### src/rtl/instr_fetch_unit.sv
// Fetch stage: drives the program BRAM address, tracks the one in-flight read and
// buffers returned words in a 2-entry FIFO presented to decode via valid/ready.
module instr_fetch_unit #(
    parameter int              XLEN     = 32,
    parameter int              IMEM_AW  = 12,
    parameter logic [XLEN-1:0] RESET_PC = '0
) (
    input  logic               clk,
    input  logic               n_rst,
    input  logic               fetch_en,
    input  logic               redirect_valid,
    input  logic [XLEN-1:0]    redirect_pc,
    output logic [IMEM_AW-1:0] imem_addr,
    input  logic [XLEN-1:0]    imem_dout,
    output logic               out_valid,
    input  logic               out_ready,
    output logic [XLEN-1:0]    out_pc,
    output logic [XLEN-1:0]    out_instr
);

    logic [XLEN-1:0]          pc_q, pc_d;
    logic [XLEN-1:0]          infl_pc_q, infl_pc_d;
    logic                     inflight_q, inflight_d;
    logic [1:0]               count_q, count_d;
    logic [1:0][XLEN-1:0]     fifo_pc_q, fifo_pc_d;
    logic [1:0][XLEN-1:0]     fifo_instr_q, fifo_instr_d;

    logic                     pop;
    logic                     push;
    logic                     issue;
    logic [2:0]               occupancy;
    logic [1:0]               wr_idx;
    logic [XLEN-1:0]          redir_pc;
    logic                     unused_bits;

    assign unused_bits = ^{redirect_pc[1:0], wr_idx[1]};

    assign redir_pc  = {redirect_pc[XLEN-1:2], 2'b00};
    assign imem_addr = redirect_valid ? redirect_pc[IMEM_AW+1:2] : pc_q[IMEM_AW+1:2];

    assign out_valid = (count_q != 2'd0);
    assign out_pc    = fifo_pc_q[0];
    assign out_instr = fifo_instr_q[0];

    assign pop  = out_valid & out_ready;
    // A redirect discards the word returning from the stale in-flight read.
    assign push = inflight_q & ~redirect_valid;

    // Slots that will be occupied once this cycle's pop and the in-flight word settle;
    // issuing only when this is <= 1 keeps the 2-entry FIFO from overflowing.
    assign occupancy = {1'b0, count_q} + {2'b00, inflight_q} - {2'b00, pop};
    assign issue     = fetch_en & (occupancy <= 3'd1);
    assign wr_idx    = count_q - {1'b0, pop};

    // NOTE: every always_comb output gets a default first, so no path leaves it unassigned
    // and no latch is inferred; combinational logic uses blocking '=' throughout.
    always_comb begin
        pc_d         = pc_q;
        infl_pc_d    = infl_pc_q;
        inflight_d   = inflight_q;
        count_d      = count_q;
        fifo_pc_d    = fifo_pc_q;
        fifo_instr_d = fifo_instr_q;

        if (redirect_valid) begin
            pc_d       = redir_pc + XLEN'(4);
            infl_pc_d  = redir_pc;
            inflight_d = 1'b1;
            count_d    = 2'd0;
        end else begin
            inflight_d = issue;
            if (issue) begin
                pc_d      = pc_q + XLEN'(4);
                infl_pc_d = pc_q;
            end

            if (pop) begin
                fifo_pc_d[0]    = fifo_pc_q[1];
                fifo_instr_d[0] = fifo_instr_q[1];
            end

            if (push) begin
                fifo_pc_d[wr_idx[0]]    = infl_pc_q;
                fifo_instr_d[wr_idx[0]] = imem_dout;
            end

            count_d = count_q + {1'b0, push} - {1'b0, pop};
        end
    end

    // NOTE: the two FIFO entries are reset along with the control state so that the
    // outputs read as zero straight out of reset; state flops use non-blocking '<='.
    always_ff @(posedge clk or negedge n_rst) begin
        if (!n_rst) begin
            pc_q         <= RESET_PC;
            infl_pc_q    <= '0;
            inflight_q   <= 1'b0;
            count_q      <= 2'd0;
            fifo_pc_q    <= '0;
            fifo_instr_q <= '0;
        end else begin
            pc_q         <= pc_d;
            infl_pc_q    <= infl_pc_d;
            inflight_q   <= inflight_d;
            count_q      <= count_d;
            fifo_pc_q    <= fifo_pc_d;
            fifo_instr_q <= fifo_instr_d;
        end
    end

endmodule

### config.mk
export PLATFORM = sky130hd
export DESIGN_NAME = instr_fetch_unit
export DESIGN_NICKNAME = d
export VERILOG_FILES = /design/src/rtl/instr_fetch_unit.sv
export SDC_FILE = /design/constraint.sdc
export NUM_CORES = 1
export LEC_CHECK = 0
export ABC_CLOCK_PERIOD_IN_PS = 7700
export CORE_MARGIN = 5
export CORE_UTILIZATION = 45
export DETAILED_ROUTE_END_ITERATION = 10
export HOLD_SLACK_MARGIN = 0.06
export PLACE_DENSITY = 0.69
export SLEW_MARGIN = 20
export SYNTH_ARGS = -nofsm -noshare
export SYNTH_HDL_FRONTEND = slang
export SYNTH_SLANG_ARGS = --single-unit
### constraint.sdc
create_clock -name clk -period 7.7 [get_ports clk]
set_input_delay 0.77 -clock clk [delete_from_list [all_inputs] [get_ports clk]]
set_output_delay 0.77 -clock clk [all_outputs]
set_load 0.01 [all_outputs]
==> results <==
- The combinational power share is 36.4%.
- The count of buffering cells on the critical path with inverters included is 4.
- The final antenna-violating net count is 0.
- The congestion estimate from routability-driven global placement came to 0.8172.
- The floorplan die width is 154.7 µm.
- The count of routing violations after the opening detailed-route iteration is 600.
- The run finished with clean final reports.
- The antenna diode instance count is 0.
- The first detailed-routing pass ran for 6 iterations.
- The netlist uses 46 different library cells.
- The most used flip-flop cell after synthesis is dfrtp_1.
- After clock tree synthesis, the setup repair step added 0 buffers.
- STA puts the critical path data required time at 8020 ps.
- The worst setup path is of the in -> reg kind.
- The max-slew violation count came to 0.
- The share of the synthesized area in the top cell type is 50.19%.
- Counting the buffers created by CTS gives 17.
- The number of max-cap violations is 0.
- The number of global-route vias before repair is 6619.
- The portion of the clock cycle consumed by the worst path in the final layout is 56.67%.
- The post-placement setup slack is 2357 ps.
- The min-delay analysis places its worst path in the category reg -> reg.
- In this run, post-CTS hold repair placed 0 buffers.
- Adding up every negative setup slack in the final design gives 0 ps.
- Of the total power, the share spent switching nets is 33.94%.
- The clock latency reported for the late side of the worst-skew pair is 420 ps.
- IR analysis of the VDD net gives a maximum drop of 0.1490 mV.
- In this run the number of H-tree levels came out at 4.
- The total number of nets in the final design is 1000.
- The number of hold violations in the final report is 0.
- The overall track demand over capacity in global routing is 18.08%.
- The net switching power is 0.001350 W.
- In this run the deepest clock path goes through 2 buffers.
- Of the total power, registers draw 42.4%.
- The die covers 23940 µm².
- The sequential fraction of the synthesis area is 50.19%.
- The worst clock skew is 8.989 ps.
- The top-level port count is 146.
- dfrtp_1 takes more of the synthesized area than any other cell.
- The clock sink count is 189.
- The fraction of power consumed by the clock network is 21.2%.
- The sequential cell area is 4730 µm².
- The count of input and output buffers is 143.
- The clock transition at the registers of the reported paths is 70 ps.
- The area overhead of the layout relative to synthesis is 17.75%.
- In this run the power density over the cells is 358.5 nW/µm².
- The layout has 1886 filler cells.
- For this run, the number of Yosys warnings is 0.
- The total via count in the routed design is 6528.
- The number of antenna violations at the first check in global routing is 0.
- The number of gates resized after cts is 0.
- The worst path in the final design needs a cycle of 4363 ps, including I/O delays and setup.
- The transition at the pin with the smallest max-transition slack is 965.7 ps.
- The post-route cell area is 11100 µm².
- The routed wire length is 20.91 mm.
- Synthesis inferred 189 register bits.
- The first global-routing pass estimated 35.02 mm of wire.
- The minimum hold slack is 481.1 ps.
- In the synthesized netlist the async set-or-reset flop fraction comes to 100.0%.
- At the worst endpoint, the arrival time is 4680 ps.
- The routed length per placed instance is 17.22 µm.
- The critical path goes through clkdlybuf4s50_1, and3b_1, a21oi_1, inv_1, ha_1, inv_1, fa_1, and3_1, nor2_2, inv_1, mux2_2.
- The number of cell rows is 53.
- The maximum number of pins on one net before global-route repair is 121.
- The count of endpoints failing setup in the final report is 0.
- The final worst-path setup slack is 3337 ps.
- The post-synthesis cell count is 879.
- The share of post-route cells with drive strength above 1 is 12.89%.
- The most repeated library cell on the critical path is inv_1.
- The worst setup path is launched from an input port.
- The clock tree from TritonCTS is done.
- In this run, synthesis inferred 0 flip-flops with an integrated enable.
- The mean cell area of the mapped netlist is 10.72 µm².
- The core region is 20820 µm².
- Yosys attributes the largest share of cell area to dfrtp_1, mux2_2, mux2i_1.
- The root buffer cell chosen for the clock tree is clkbuf_16.
- Summing every instance area after synthesis gives 9424 µm².
- In this run the static leakage power is 4.664 nW.
- The cell family contributing the most delay on the critical path is buffers and inverters.
- The highest cell delay on the worst timing path is 640 ps.
- Dividing the detail-routed via count by the number of cells gives 5.377.
- After legalization and detailed placement, the total HPWL measured 14.25 mm.
- The category of the worst setup path capture point is a register.
- The initial utilization of the core area, before any placement, comes to 45.26%.
- In this run the worst path has a maximum fanout of 32.
- Setup repair after global routing left no endpoint under its margin.
- The internal power contribution is 0.002628 W.
- The number of nets in the synthesized netlist is 953.
- The total area of multi-input combinational cells is 3775 µm².
- The total grt overflow is 0.
- Headroom to the max-slew limit came out at 35.55%.
- In this run the cell area measured after placement is 10520 µm².
- The highest clock frequency the design can meet is 229.2 MHz.
- The height of the die is 154.7 µm.
- The worst-path cell with the longest stage delay is inv_1.
- In the routed design, unresolved DRC markers number 0.
## cells in the mapped netlist, types with 2 or more instances
library cell	number
nand3b_1	9
nand2b_1	3
clkbuf_1	33
ha_1	4
nor3_1	12
a21o_1	2
xor2_1	18
and3_1	3
o211ai_1	2
dfrtp_1	189
a22oi_1	4
nand2_1	80
inv_1	47
buf_4	77
nor4_1	3
xnor2_1	27
o21ai_0	59
mux2_2	70
nor2b_1	3
buf_1	3
nand3_1	25
nor2_1	45
mux2i_1	66
buf_2	11
and2_1	6
nand4b_1	3
o22ai_1	2
a21oi_1	13
nand4_1	9
a222oi_1	35
## metal layers
metal  track usage, %  routed length, µm
met5                0                  0
met4            5.214                262
met3            3.973               1067
met2            28.08               9673
met1            25.65               9905
## power groups by stage
| stage | Clock [W] | Sequential, W | Combinational [W] |
|---|---|---|---|
| global route | 0.000914 | 0.00175 | 0.00160 |
| CTS | 0.000869 | 0.00169 | 0.00147 |
| detailed placement | 0 | 0.00171 | 0.00147 |
| global placement | 0 | 0.00169 | 0.00142 |
| floorplan | 0 | 0.00161 | 0.00111 |
| finish | 0.000843 | 0.00169 | 0.00145 |
## path summary, 6_finish.rpt
path / startpoint / end / slack [ps] / cells after the start
min in group asynchronous: n_rst / out_instr[5] / 500 / 1
worst min register to register: fifo_instr_q[44] / out_instr[12] / 480 / 2
worst min-delay path: fifo_instr_q[44] / out_instr[12] / 480 / 2
max in group asynchronous: n_rst / out_pc[21] / 5710 / 2
worst max-delay path: out_ready / infl_pc_q[3] / 3340 / 11
worst max register to register: count_q[1] / infl_pc_q[3] / 3650 / 10
## final cells by class
cell class,count,area share (%)
clock buffer,18,3.958
clock inverter,14,1.128
inverter,47,1.590
multi-input combinational,518,34.02
sequential,189,42.62
tap,275,3.101
timing repair buffer,153,13.59
## cells in the final DEF (no fill, tap or decap), drive strengths merged, types with 4 or more instances in the layout
cell type and n:
clkbuf 19, mux2 70, a222oi 35, xnor2 27, a22oi 4, and2 6, a21oi 13, clkdlybuf4s50 141
nand2 80, nand4 9, nand3b 10, nand3 25, o21ai 59, nor2 45, mux2i 66, inv 55
nor3 12, buf 11, ha 4, dfrtp 189, clkinvlp 4, xor2 18
## metrics by stage
stage | std cells | utilization (%) | power (W)
global placement | 1182 | 50.54 | 0.003115
global route | 1214 | 53.29 | 0.004258
CTS | 1214 | 53.25 | 0.004029
finish | 1214 | 53.29 | 0.003978
detailed placement | 1182 | 50.54 | 0.003174
floorplan | 879 | - | 0.002727
## cells by family after synthesis
group	Yosys count	share of synthesized area [%]
flops	189	50.19
simple gates	205	10.20
mux	136	15.37
fa+ha+maj	5	0.7435
compound gates	127	9.174
xor+xnor	45	4.182
buf+inv	172	10.14
## worst register-to-register path, cell delays in order (launching register included)
cell and delay (ps):
dfrtp_1 460, and3b_1 250, a21oi_1 320, inv_1 150, ha_1 210, inv_1 70, fa_1 420, and3_1 360
nor2_2 620, inv_1 640, mux2_2 450
## flip-flops by register name, summed over array words and instances (netlist names)
| register | cells |
|---|---|
| count_q | 2 |
| fifo_instr_q | 32 |
| fifo_pc_q | 30 |
| infl_pc_q | 30 |
| inflight_q | 1 |
| out_instr | 32 |
| out_pc | 32 |
| pc_q | 30 |
(Power assumes the default switching activity.)
